--- src/rtl/db_luma_dec.sv ---
// Luma deblocking edge decision: buffers one 4-line segment, derives dE/dEp/dEq, replays the lines.
// Optional per-side bypass with protect masks is enabled by defining DB_DEC_BYPASS_EN.
module db_luma_dec #(
    parameter int BIT_DEPTH = 8
) (
    input  logic                     clk,
    input  logic                     rst_n,
    input  logic [4:0]               tc_i,
    input  logic [6:0]               beta_i,
    input  logic [1:0]               bs_i,
`ifdef DB_DEC_BYPASS_EN
    input  logic                     bypass_p_i,
    input  logic                     bypass_q_i,
    output logic                     mask_p_o,
    output logic                     mask_q_o,
`endif
    input  logic                     line_valid_i,
    input  logic [8*BIT_DEPTH-1:0]   line_i,
    output logic                     line_ready_o,
    output logic                     out_valid_o,
    input  logic                     out_ready_i,
    output logic [8*BIT_DEPTH-1:0]   out_line_o,
    output logic [1:0]               out_idx_o,
    output logic [1:0]               de_o,
    output logic                     dep_o,
    output logic                     deq_o,
    output logic [4:0]               tc_o
);
    localparam int LW = 8 * BIT_DEPTH;
    localparam int CW = BIT_DEPTH + 4;

    localparam logic [1:0] ST_ACCEPT = 2'd0;
    localparam logic [1:0] ST_DECIDE = 2'd1;
    localparam logic [1:0] ST_OUTPUT = 2'd2;

    logic [1:0]    state_q, state_d;
    logic [1:0]    cnt_q, cnt_d;
    logic [4:0]    tc_q, tc_d;
    logic [6:0]    beta_q, beta_d;
    logic [1:0]    bs_q, bs_d;
    logic [1:0]    de_q, de_d;
    logic          dep_q, dep_d, deq_q, deq_d;
    logic [LW-1:0] buf_q [4];

`ifdef DB_DEC_BYPASS_EN
    logic byp_p_q, byp_p_d, byp_q_q, byp_q_d;
    logic mask_p_q, mask_p_d, mask_q_q, mask_q_d;
`endif

    // Sample index 0..7 maps to p3,p2,p1,p0,q0,q1,q2,q3; widened so no intermediate can wrap.
    function automatic logic [CW-1:0] smp(input logic [LW-1:0] line, input int idx);
        return CW'(line[LW-1-idx*BIT_DEPTH -: BIT_DEPTH]);
    endfunction

    function automatic logic [CW-1:0] absd(input logic [CW-1:0] a, input logic [CW-1:0] b);
        return (a >= b) ? (a - b) : (b - a);
    endfunction

    logic [LW-1:0] edge_line [2];
    logic [CW-1:0] dp [2];
    logic [CW-1:0] dq [2];
    logic [CW-1:0] d_sum, beta_w, beta_side, tc_thr;
    logic [7:0]    tc5;
    logic [1:0]    sam;
    logic [1:0]    dec_de;
    logic          dec_dep, dec_deq;

    assign edge_line[0] = buf_q[0];
    assign edge_line[1] = buf_q[3];

    always_comb begin
        beta_w    = CW'(beta_q);
        beta_side = (beta_w + (beta_w >> 1)) >> 3;
        tc5       = {3'b000, tc_q} * 8'd5 + 8'd1;
        tc_thr    = CW'(tc5 >> 1);
        sam       = '0;
        for (int k = 0; k < 2; k++) begin
            dp[k]  = absd(smp(edge_line[k], 1) + smp(edge_line[k], 3), smp(edge_line[k], 2) << 1);
            dq[k]  = absd(smp(edge_line[k], 6) + smp(edge_line[k], 4), smp(edge_line[k], 5) << 1);
            sam[k] = (((dp[k] + dq[k]) << 1) < (beta_w >> 2)) &&
                     ((absd(smp(edge_line[k], 0), smp(edge_line[k], 3)) +
                       absd(smp(edge_line[k], 4), smp(edge_line[k], 7))) < (beta_w >> 3)) &&
                     (absd(smp(edge_line[k], 3), smp(edge_line[k], 4)) < tc_thr);
        end
        d_sum = dp[0] + dq[0] + dp[1] + dq[1];
        if (bs_q == 2'd0 || d_sum >= beta_w) begin
            dec_de  = 2'd0;
            dec_dep = 1'b0;
            dec_deq = 1'b0;
        end else begin
            dec_de  = (&sam) ? 2'd2 : 2'd1;
            dec_dep = (dp[0] + dp[1]) < beta_side;
            dec_deq = (dq[0] + dq[1]) < beta_side;
        end
    end

    always_comb begin
        state_d = state_q;
        cnt_d   = cnt_q;
        tc_d    = tc_q;
        beta_d  = beta_q;
        bs_d    = bs_q;
        de_d    = de_q;
        dep_d   = dep_q;
        deq_d   = deq_q;
`ifdef DB_DEC_BYPASS_EN
        byp_p_d  = byp_p_q;
        byp_q_d  = byp_q_q;
        mask_p_d = mask_p_q;
        mask_q_d = mask_q_q;
`endif
        case (state_q)
            ST_ACCEPT: begin
                if (line_valid_i) begin
                    cnt_d = cnt_q + 2'd1;
                    if (cnt_q == 2'd0) begin
                        tc_d   = tc_i;
                        beta_d = beta_i;
                        bs_d   = bs_i;
`ifdef DB_DEC_BYPASS_EN
                        byp_p_d = bypass_p_i;
                        byp_q_d = bypass_q_i;
`endif
                    end
                    if (cnt_q == 2'd3) state_d = ST_DECIDE;
                end
            end
            ST_DECIDE: begin
                de_d    = dec_de;
                dep_d   = dec_dep;
                deq_d   = dec_deq;
`ifdef DB_DEC_BYPASS_EN
                dep_d    = dec_dep & ~byp_p_q;
                deq_d    = dec_deq & ~byp_q_q;
                mask_p_d = byp_p_q;
                mask_q_d = byp_q_q;
`endif
                state_d = ST_OUTPUT;
            end
            ST_OUTPUT: begin
                // Counter wraps 3 -> 0, so the next segment starts at line 0.
                if (out_ready_i) begin
                    cnt_d = cnt_q + 2'd1;
                    if (cnt_q == 2'd3) state_d = ST_ACCEPT;
                end
            end
            default: state_d = ST_ACCEPT;
        endcase
    end

    always_ff @(posedge clk) begin
        if (!rst_n) begin
            state_q <= ST_ACCEPT;
            cnt_q   <= '0;
            tc_q    <= '0;
            beta_q  <= '0;
            bs_q    <= '0;
            de_q    <= '0;
            dep_q   <= 1'b0;
            deq_q   <= 1'b0;
`ifdef DB_DEC_BYPASS_EN
            byp_p_q  <= 1'b0;
            byp_q_q  <= 1'b0;
            mask_p_q <= 1'b0;
            mask_q_q <= 1'b0;
`endif
        end else begin
            state_q <= state_d;
            cnt_q   <= cnt_d;
            tc_q    <= tc_d;
            beta_q  <= beta_d;
            bs_q    <= bs_d;
            de_q    <= de_d;
            dep_q   <= dep_d;
            deq_q   <= deq_d;
`ifdef DB_DEC_BYPASS_EN
            byp_p_q  <= byp_p_d;
            byp_q_q  <= byp_q_d;
            mask_p_q <= mask_p_d;
            mask_q_q <= mask_q_d;
`endif
        end
    end

    always_ff @(posedge clk) begin
        if (rst_n && state_q == ST_ACCEPT && line_valid_i) buf_q[cnt_q] <= line_i;
    end

    assign line_ready_o = (state_q == ST_ACCEPT);
    assign out_valid_o  = (state_q == ST_OUTPUT);
    assign out_line_o   = out_valid_o ? buf_q[cnt_q] : '0;
    assign out_idx_o    = out_valid_o ? cnt_q : 2'd0;
    assign de_o         = de_q;
    assign dep_o        = dep_q;
    assign deq_o        = deq_q;
    assign tc_o         = tc_q;
`ifdef DB_DEC_BYPASS_EN
    assign mask_p_o     = mask_p_q;
    assign mask_q_o     = mask_q_q;
`endif
endmodule

--- config.mk ---
export PLATFORM = sky130hd
export DESIGN_NAME = db_luma_dec
export DESIGN_NICKNAME = d
export VERILOG_FILES = /design/src/rtl/db_luma_dec.sv
export SDC_FILE = /design/constraint.sdc
export NUM_CORES = 1
export LEC_CHECK = 0
export BUFFER_PORTS_ARGS = -buffer_cell sky130_fd_sc_hd__buf_2
export CORE_MARGIN = 1.5
export CORE_UTILIZATION = 63
export CTS_BUF_LIST = sky130_fd_sc_hd__clkbuf_8 sky130_fd_sc_hd__clkbuf_16
export CTS_CLUSTER_DIAMETER = 200
export DETAILED_ROUTE_END_ITERATION = 10
export GPL_TIMING_DRIVEN = 0
export MAX_ROUTING_LAYER = met4
export PLACE_DENSITY_LB_ADDON = 0.15
export RECOVER_POWER = 25
export SLEW_MARGIN = 20
export SYNTH_ARGS = -nofsm -noshare
export SYNTH_HDL_FRONTEND = slang
export SYNTH_SLANG_ARGS = --single-unit
export TNS_END_PERCENT = 10
--- constraint.sdc ---
create_clock -name clk -period 8.7 [get_ports clk]
set_input_delay 0.87 -clock clk [delete_from_list [all_inputs] [get_ports clk]]
set_output_delay 0.87 -clock clk [all_outputs]
set_load 0.02 [all_outputs]
==> out/metrics.csv, run 1 <==
metric,value,unit
status,finished clean,
Clock Tree Root,clkbuf_16,
DRC,0,
Initial Util,64.5,%
number of global-route vias before repair,17692,
post-synth top area share,33.3,%
Synth-to-Final Area Change,12.2,%
slowest CP cell,or4b_2,
"most common cell after layout, fill and taps aside",ha_1,
synthesized flop and latch total,280,
Clock Sinks,280,
Design Power,6180,uW
maximum fanout along the worst path,10,
largest net degree at the start of global routing,34,
Worst-Skew Late Latency,0.60,ns
Crit. End Element,register,
P_sw,2450,uW
dpl cells,2809,
drt via density,6.27,
Ys Warns,0,
slew at the pin with the worst max-slew slack,1.11,ns
initial antenna violation count,1,
via count,18045,
DP HPWL,51500,um
Clock Path Buffers,3,
post-layout instance area,25900,um2
Int Power,3730,uW
Hold Startpoint,bs_q[0],
post-synthesis cell type count,78,
CTS buffer count,29,
Die Span X,195,um
Core ar.,35800,um2
slew margin rel.,26.3,%
Worst Hold Class,register to register,
Synth async-reset ratio,0,%
cell taking the most area after synthesis,edfxtp_1,
H-tree lvl count,1,
share of cells above drive strength 1,13.9,%
clock slew at reported path FFs,0.06,ns
Clk pwr share,19.5,%
min Tclk post-route,8.33,ns
grt ovf,0,
die area,37900,um2
Place WS,-0.937,ns
CTS tree,done,
combinational power share,55.4,%
r2r startpoint,buf_q[0][8],
drt first pass iters,5,
max-cap violations,0,
"Seq/Total Area, Yosys",35.3,%
RD Place Congestion,0.985,
row cnt,69,
Reg power frac,25.1,%
first-pass GRT wire length,100000,um
Routed WL,65900,um
Post-Syn Area per Cell,10.6,um2
Worst path max stage delay,0.60,ns
Chip Height,195,um
Synth Cell Area,23100,um2
DR WL/cell,22.9,um
Layout Nets,2837,
Routed Antenna Nets,0,
WP data required,9.23,ns
"Top FF cell, synth",edfxtp_1,
switching share of total power,39.7,%
number of synthesized flops with an enable pin,256,
endpoints failing hold,0,
Max IR drop VDD,436,uV
Slew Limit Fails,0,
final setup margin,0.373,ns
PortBufs,158,
critical path class,register to register,
CP startpoint,buf_q[0][8],
Mapped Cells,2184,
Pwr Density,238,nW/um2
type of origin of the critical path,register,
Total GRT Usage,35.6,%
Mapped Nets,2625,
placed cell areas,24600,um2
Initial DRC Count,1530,
Lkg Pwr,0.0112,uW
WP data arrival,8.86,ns
clk_skew,0.0208,ns
FMAX,120,MHz
# setup viols final,0,
period utilization,95.7,%
I/O Pins,159,
"Hold-fix buffers, CTS",0,
top post-synthesis cells by area,"edfxtp_1 33%, ha_1 17%, mux4_2 6.2%",
"commonest non-fill, non-tap cells in the layout","310 x ha_1, 272 x inv_1, 256 x edfxtp_1",
Non-Filler Instances,2879,
==> power by group through the flow <==
stage,Sequential [uW],Clock (uW),Combinational (uW)
6_report,1550,1200,3420
2_1_floorplan,1570,0,2460
3_3_place_gp,1590,0,3040
5_1_grt,1560,1260,3810
4_1_cts,1550,1210,3220
3_5_place_dp,1580,0,3120
==> metrics by stage <==
step	utilization, %	hold WS, ns	setup TNS [ns]
after floorplan	-	0.436	0
after global placement	68.3	0.438	-1.75
after detailed placement	68.8	0.446	-2.69
after CTS	71.7	0.455	0
after global routing	72.4	0.470	-0.175
final	72.4	0.455	0
==> synth_stat cells, types with 7 or more instances <==
master,count
edfxtp_1,256
ha_1,319
a31oi_1,15
nand2b_1,17
a211oi_1,12
a221oi_1,8
and3_1,11
a2111oi_0,8
xor2_1,47
inv_1,261
xnor2_1,92
nand4_1,18
and2_1,73
nand2_1,105
o41ai_1,8
mux4_2,64
o21ai_0,91
a21boi_0,10
o311ai_0,7
o21a_1,24
buf_1,7
a21o_1,67
clkbuf_1,45
o21bai_1,28
fa_1,40
nor2b_1,24
nor3_1,27
mux2i_1,28
or2_2,10
mux2_2,20
nand3_1,36
nor2_1,88
a21oi_1,160
o31ai_1,17
dfxtp_1,24
o211ai_1,11
nor4_1,12
==> critical path: cells and delay by family (launching register included) <==
family,cells,cell delay (ns)
fa+ha+maj,6,1.82
buf+inv,2,0.32
xor+xnor,1,0.13
simple gates,9,1.80
flops,1,0.40
compound gates,19,3.78
==> worst paths after layout <==
path | cells after the start | endpoint | slack (ns)
setup / recovery | 37 | de_o[1] | 0.37
hold / removal | 2 | bs_q[0] | 0.45
setup reg to reg | 37 | de_o[1] | 0.37
hold reg to reg | 2 | bs_q[0] | 0.45
==> cells by family (layout without fill, tap and decap cells) <==
| group | count (synthesis) | in the layout | share of synthesized area, % |
|---|---|---|---|
| flops | 280 | 280 | 35.3 |
| simple gates | 445 | 445 | 9.78 |
| other cells | 0 | 1 | 0 |
| mux | 113 | 113 | 8.48 |
| fa+ha+maj | 361 | 361 | 20.8 |
| buf+inv | 315 | 548 | 5.15 |
| compound gates | 530 | 530 | 15.1 |
| xor+xnor | 140 | 140 | 5.34 |
==> metal layers <==
layer  up-vias  global-route usage, %  part of all wire, %
met5         -                      -                    0
met4         0                   10.7                  3.3
met3       113                   4.08                  7.1
met2       733                   57.5                   48
met1      8803                   47.5                   42
li1       8396                      -                    -
==> registers in the layout, summed over array words and instances, names as in the netlist, named ones only <==
| signal | flops |
|---|---|
| cnt_q | 2 |
| tc_o | 5 |
| bs_q | 2 |
| de_o | 2 |
| beta_q | 7 |
| deq_o | 1 |
| buf_q | 256 |
| dep_o | 1 |
| state_q | 2 |
==> cell type report <==
cell class	count	area (um2)
inverters	262	983
diodes	1	2.50
fillers	2581	9900
clock inverters	22	164
clock buffers	30	739
multi-input cells	1589	14100
flip-flops and latches	280	8170
plain buffers	52	205
well taps	461	577
repair buffers	182	1010
==> repair_timing <==
action,in CTS,in global routing
endpoints found under the setup margin,4,4
resized for setup,13,39
hold endpoints to repair,0,0
setup buffers,6,12
pin swaps,2,13
Note: power is estimated with default switching activity, not from simulation.
==> run 2, diff against run 1 <==
Settings changed: BUFFER_PORTS_ARGS -buffer_cell sky130_fd_sc_hd__buf_2 to -buffer_cell sky130_fd_sc_hd__buf_4.
==> run 2 against run 1 <==
Against the previous run:
- cell count barely moved
- non-clock buffer count did not move
- sequential power barely moved
- fmax fell by 1.6%
- combinational power rose by 1%
- first-iteration DRC count fell by 0.33%
- clock skew fell by 0.0089 ns
- critical path depth fell by 3
- sequential share of layout area fell by 0.46 points
- final area rose by 1.5%
- register-to-register slack got worse by 0.14 ns
- count of clock-buffer cells in the layout fell by 2
==> out/metrics.csv, run 2 (same netlist as run 1, synthesis figures left out) <==
metric,value,unit,change
status,finished clean,,
Worst Hold Class,register to register,,
switching share of total power,39.6,%,-0.14 points
Initial Util,64.5,%,unchanged
Die Span X,195,um,unchanged
Clk pwr share,20.3,%,+0.8 points
period utilization,97.3,%,+1.6 points
slew at the pin with the worst max-slew slack,1.05,ns,-0.0525 ns
Total GRT Usage,36.7,%,+1.1 points
CTS tree,done,,
clk_skew,0.0118,ns,-0.00893 ns
Finished Core Util,73.4,%,+1.1 points
Multi-input gate area,14100,um2,about the same
CP dominant cell by count,a21oi_2,,
Slew Limit Fails,0,,unchanged
number of global-route vias before repair,18084,,+2.2%
critical path's top delay family,compound AO/OA/AOI/OAI gates,,
clock slew at reported path FFs,0.06,ns,about the same
"commonest non-fill, non-tap cells in the layout","309 x ha_1, 268 x inv_1, 256 x edfxtp_1",,
Lkg Pwr,0.0112,uW,+0.32%
initial antenna violation count,0,,-1
largest net degree at the start of global routing,42,,+24%
first-pass GRT wire length,102000,um,+2.0%
CTS buffer count,28,,-3.4%
met1 WL,27700,um,-0.11%
Int Power,3800,uW,+1.9%
max-cap violations,0,,unchanged
Initial DRC Count,1525,,-0.33%
type of origin of the critical path,register,,
Routed WL,67900,um,+3.2%
DRC,0,,unchanged
drt via density,6.32,,+0.82%
I/O Pins,159,,unchanged
"most common cell after layout, fill and taps aside",ha_1,,
combinational power share,55.0,%,-0.4 points
"Hold-fix buffers, CTS",0,,unchanged
Worst-Skew Late Latency,0.58,ns,-0.02 ns
P_sw,2490,uW,+1.3%
min Tclk post-route,8.47,ns,+0.138 ns
die area,37900,um2,unchanged
DP HPWL,52500,um,+1.9%
metal3 WL,5240,um,+12%
final setup margin,0.235,ns,-0.138 ns
uppermost layer routed,met4,,
Worst path max stage delay,0.59,ns,about the same
DR WL/cell,23.6,um,+3.2%
RD Place Congestion,0.964,,-2.1%
WL met2,32100,um,+2.4%
FMAX,118,MHz,-1.6%
Reg power frac,24.7,%,-0.4 points
Layout Nets,2836,,-0.035%
via count,18181,,+0.75%
critical path class,register to register,,
Pwr Density,239,nW/um2,+0.20%
Design Power,6280,uW,+1.7%
Clock Tree Root,clkbuf_16,,
Crit. End Element,register,,
# setup viols final,0,,unchanged
Max IR drop VDD,394,uV,-9.6%
row cnt,69,,unchanged
Core ar.,35800,um2,unchanged
Routed Antenna Nets,0,,unchanged
endpoints failing hold,0,,unchanged
drt first pass iters,6,,+1
H-tree lvl count,1,,unchanged
FF/Latch Area,8170,um2,unchanged
Biggest register,buf_q,,
antenna cell count,0,,-1
WP data arrival,8.98,ns,+0.12 ns
post-layout instance area,26300,um2,+1.5%
Clock Path Buffers,3,,unchanged
Largest register FFs,256,,unchanged
slowest CP cell,or4b_2,,
fillers,2525,,-2.2%
maximum fanout along the worst path,10,,unchanged
WP data required,9.21,ns,-0.02 ns
PortBufs,158,,unchanged
Clock Sinks,280,,unchanged
Synth-to-Final Area Change,13.8,%,
placed cell areas,25100,um2,+1.7%
grt ovf,0,,unchanged
Bufs and invs on worst path,1,,-1
Chip Height,195,um,unchanged
share of cells above drive strength 1,14.2,%,+0.21 points
Place WS,-0.778,ns,+0.159 ns
slew margin rel.,28.9,%,+2.6 points
[run 2: changes by cell type in the layout (fill, tap and decap cells not counted), moves of 3 or more]
| cell | previous run | this run |
|---|---|---|
| buf_16 | 1 | 5 |
| buf_12 | 6 | 2 |
| a21oi_1 | 152 | 149 |
| a21oi_2 | 8 | 11 |
| xnor2_1 | 86 | 89 |
| xnor2_2 | 7 | 4 |
| buf_4 | 17 | 134 |
| bufinv_16 | 2 | 5 |
| buf_2 | 118 | 1 |
| inv_1 | 272 | 268 |
[run 2: timing repair]
action | in CTS | in global routing
setup endpoints to repair | 4 | 4
buffers inserted | 8 | 11
pin swaps | 4 | 12
resized for setup | 22 | 34
[run 2: final cells by class]
class | instances | share of cell area [%]
clock buffer | 28 | 2.66
inverter | 262 | 3.74
multi-input combinational | 1589 | 53.5
timing repair buffer | 183 | 5.10
clock inverter | 23 | 1.01
tap | 461 | 2.19
sequential | 280 | 31.0
buffer | 51 | 0.775
[run 2: routing by layer]
metal	up-vias	track usage, %
li1	8390	-
met4	0	13.5
met3	179	6.07
met2	795	58.9
met1	8817	46.9
met5	-	-
[run 2: power groups by stage]
stage | clock [uW] | combinational (uW) | sequential (uW)
after floorplan | 0 | 2460 | 1570
after global placement | 0 | 3040 | 1590
after detailed placement | 0 | 3140 | 1580
after CTS | 1270 | 3260 | 1550
after global routing | 1320 | 3820 | 1560
final | 1270 | 3460 | 1550
[run 2: tightest hold or removal path: stages, from the launching register on]
cell and delay [ns]:
dfxtp_1 0.31, nand2_1 0.06, a21oi_1 0.05
[run 2: final timing paths]
path	startpoint	end	slack (ns)	cells after the start
worst min-delay path	deq_o	deq_o	0.46	2
worst min register to register	deq_o	deq_o	0.46	2
worst max-delay path	buf_q[0][33]	de_o[0]	0.23	34
worst max register to register	buf_q[0][33]	de_o[0]	0.23	34
[run 2: metrics by stage]
step                      std cells  TNS, ns  hold slack, ns
after floorplan                2184        0           0.436
after global placement         2803    -1.77           0.442
after detailed placement       2809    -2.15           0.451
after CTS                      2867        0           0.457
after global routing           2877   -0.197           0.483
final                          2877        0           0.462
==> run 3, diff against run 2 <==
Settings changed: ABC_AREA set to 1.
==> run 3 against run 2 <==
Against the previous run:
- worst hold slack better by 0.0042 ns
- clock skew increased by 0.011 ns
- global-route usage rose by 5.2 points
- flip-flop and latch count is the same
- synthesized cell count increased by 26%
- clock power grew 7%
- via count is 17% higher
- cell count grew 20%
- register-to-register slack better by 0.63 ns
- critical path type unchanged
- highest routed layer unchanged
==> out/metrics.csv, run 3 <==
metric,value,unit,change
Worst path max stage delay,0.69,ns,+0.10 ns
WP data arrival,8.36,ns,-0.62 ns
number of synthesized flops with an enable pin,256,,unchanged
type of origin of the critical path,register,,
Crit. End Element,register,,
Worst-Skew Late Latency,0.60,ns,+0.02 ns
register-to-register setup slack,0.86,ns,+0.63 ns
status,finished clean,,
"Top FF cell, synth",edfxtp_1,,
hold path cells,2,,unchanged
Routed WL,78600,um,+16%
drt via density,6.16,,-2.6%
grt ovf,0,,unchanged
Pwr Density,220,nW/um2,-7.8%
Hold Path End,de_o[1],,
die area,38500,um2,+1.6%
Clock Path Buffers,3,,unchanged
Ys Warns,0,,unchanged
Slew Limit Fails,0,,unchanged
WP data required,9.22,ns,about the same
largest net degree at the start of global routing,25,,-40%
TNS Setup,0,ns,unchanged
RSZ-0062 raised after global routing,no,,
post-synth top area share,32.7,%,-0.53 points
most frequent cells after synthesis,"408 x nand2_1, 404 x inv_1, 332 x a21oi_1",,
synthesized flop and latch total,280,,unchanged
via count,21248,,+17%
share of cells above drive strength 1,9.12,%,-5.0 points
I/O Pins,159,,unchanged
DR WL/cell,22.8,um,-3.5%
Synth Cell Area,23500,um2,+1.6%
Hold Startpoint,de_o[1],,
Initial DRC Count,2123,,+39%
Post-Syn Area per Cell,8.52,um2,-20%
worst reg2reg endpoint,deq_o,,
"Hold-fix buffers, CTS",0,,unchanged
DP HPWL,61600,um,+17%
FMAX,128,MHz,+8.0%
endpoints failing hold,0,,unchanged
"commonest non-fill, non-tap cells in the layout","408 x nand2_1, 407 x inv_1, 332 x a21oi_1",,
top post-synthesis cells by area,"edfxtp_1 33%, ha_1 17%, a21oi_1 7.1%",,
final setup margin,0.861,ns,+0.626 ns
number of global-route vias before repair,20709,,+15%
Max IR drop VDD,210,uV,-47%
Core ar.,36700,um2,+2.4%
Biggest register,buf_q,,
max-cap violations,0,,unchanged
PortBufs,158,,unchanged
Die Span X,196,um,+0.80%
Chip Height,196,um,+0.80%
dpl cells,3395,,+21%
Clock Tree Root,clkbuf_16,,
critical path class,register to register,,
period utilization,90.1,%,-7.2 points
Mapped Cells,2759,,+26%
drt first pass iters,8,,+2
clock slew at reported path FFs,0.07,ns,about the same
r2r startpoint,buf_q[3][25],,
Bufs and invs on worst path,7,,+6
Lkg Pwr,0.0121,uW,+7.5%
most frequent cell after synthesis,nand2_1,,
Total GRT Usage,41.9,%,+5.2 points
H-tree lvl count,1,,unchanged
Mapped Nets,3200,,+22%
RD Place Congestion,1.02,,+6.1%
Initial Util,64.0,%,-0.51 points
PostCTS Resize Cnt,0,,-100%
Place WS,0.938,ns,+1.72 ns
maximum fanout along the worst path,10,,unchanged
Synth-to-Final Area Change,12.3,%,
Design Power,5810,uW,-7.5%
Routed Antenna Nets,0,,unchanged
clk_skew,0.0231,ns,+0.0112 ns
Clock Sinks,280,,unchanged
first-pass GRT wire length,118000,um,+15%
initial antenna violation count,0,,unchanged
Layout Nets,3400,,+20%
CTS buffer count,30,,+7.1%
Post-CTS Setup Inserts,0,,-8
# setup viols final,0,,unchanged
slowest CP cell,o21ai_0,,
"Seq/Total Area, Yosys",34.8,%,-0.56 points
Synth async-reset ratio,0,%,unchanged
CTS tree,done,,
"most common cell after layout, fill and taps aside",nand2_1,,
hold_ws,0.466,ns,+0.00421 ns
Worst Hold Class,register to register,,
DRC,0,,unchanged
cell taking the most area after synthesis,edfxtp_1,,
slew margin rel.,30.6,%,+1.7 points
Non-Filler Instances,3451,,+20%
slew at the pin with the worst max-slew slack,1.04,ns,-0.0121 ns
min Tclk post-route,7.84,ns,-0.626 ns
critical path's top delay family,compound AO/OA/AOI/OAI gates,,
row cnt,70,,+1.4%
post-synthesis cell type count,63,,-19%
Largest register FFs,256,,unchanged
Reg2Reg Depth,36,,+5.9%
run 3: worst max path at each step:
stage / from / cells after the start / endpoint / slack, ns
2_1_floorplan: buf_q[3][25] / 38 / de_o[1] / 2.30
3_3_place_gp: buf_q[3][25] / 38 / deq_o / 1.06
3_5_place_dp: buf_q[3][25] / 36 / deq_o / 0.94
4_1_cts: buf_q[0][32] / 47 / de_o[1] / 0.85
5_1_grt: buf_q[0][32] / 48 / deq_o / 0.22
6_report: buf_q[3][25] / 36 / deq_o / 0.86
run 3: where the power goes:
group,total [uW],switching [uW],internal (uW)
Sequential,1550,37.3,1510
Clock,1360,568,794
Combinational,2900,1820,1080
Total,5810,2420,3390
run 3: cell families after synthesis:
kind of cell | after synthesis | share of synthesized area [%]
buffers and inverters | 490 | 8.03
AND/OR/NAND/NOR | 821 | 15.5
multiplexers | 3 | 0.138
adder cells (fa/ha/maj) | 359 | 20.4
flip-flops | 280 | 34.8
XOR/XNOR | 130 | 4.85
AO/OA/AOI/OAI | 676 | 16.3
run 3: routing by layer:
metal | vias to the layer above | global-route usage (%) | share of wire (%)
met3 | 268 | 5.84 | 8.8
met2 | 1196 | 65.6 | 45
met5 | - | - | 0
met1 | 9992 | 52.1 | 39
li1 | 9792 | - | -
met4 | 0 | 24.2 | 6.5
run 3: area by class of cell:
cell class	instances	area [um2]
multi-input combinational	1989	13500
fill	2843	10300
sequential	280	8170
inverter	418	1570
timing repair buffer	168	1230
clock buffer	31	776
tap	468	586
buffer	72	318
clock inverter	23	250
antenna	2	5.00
run 3: through the flow:
stage / util, % / area, um2
after floorplan: - / 23500
after global placement: 68.9 / 25300
after detailed placement: 69.5 / 25500
after CTS: 72.3 / 26500
after global routing: 71.9 / 26400
final: 71.9 / 26400
run 3: worst register-to-register path, delay by kind of cell, from the launching register on:
| kind | cells | cell delay (ns) |
|---|---|---|
| xor gates and xnor gates | 2 | 0.45 |
| buffers and inverters | 7 | 1.04 |
| DFF | 1 | 0.66 |
| adders and majority gates | 6 | 2.22 |
| and+or+nand+nor | 9 | 1.07 |
| AOI/OAI and AO/OA | 12 | 2.33 |
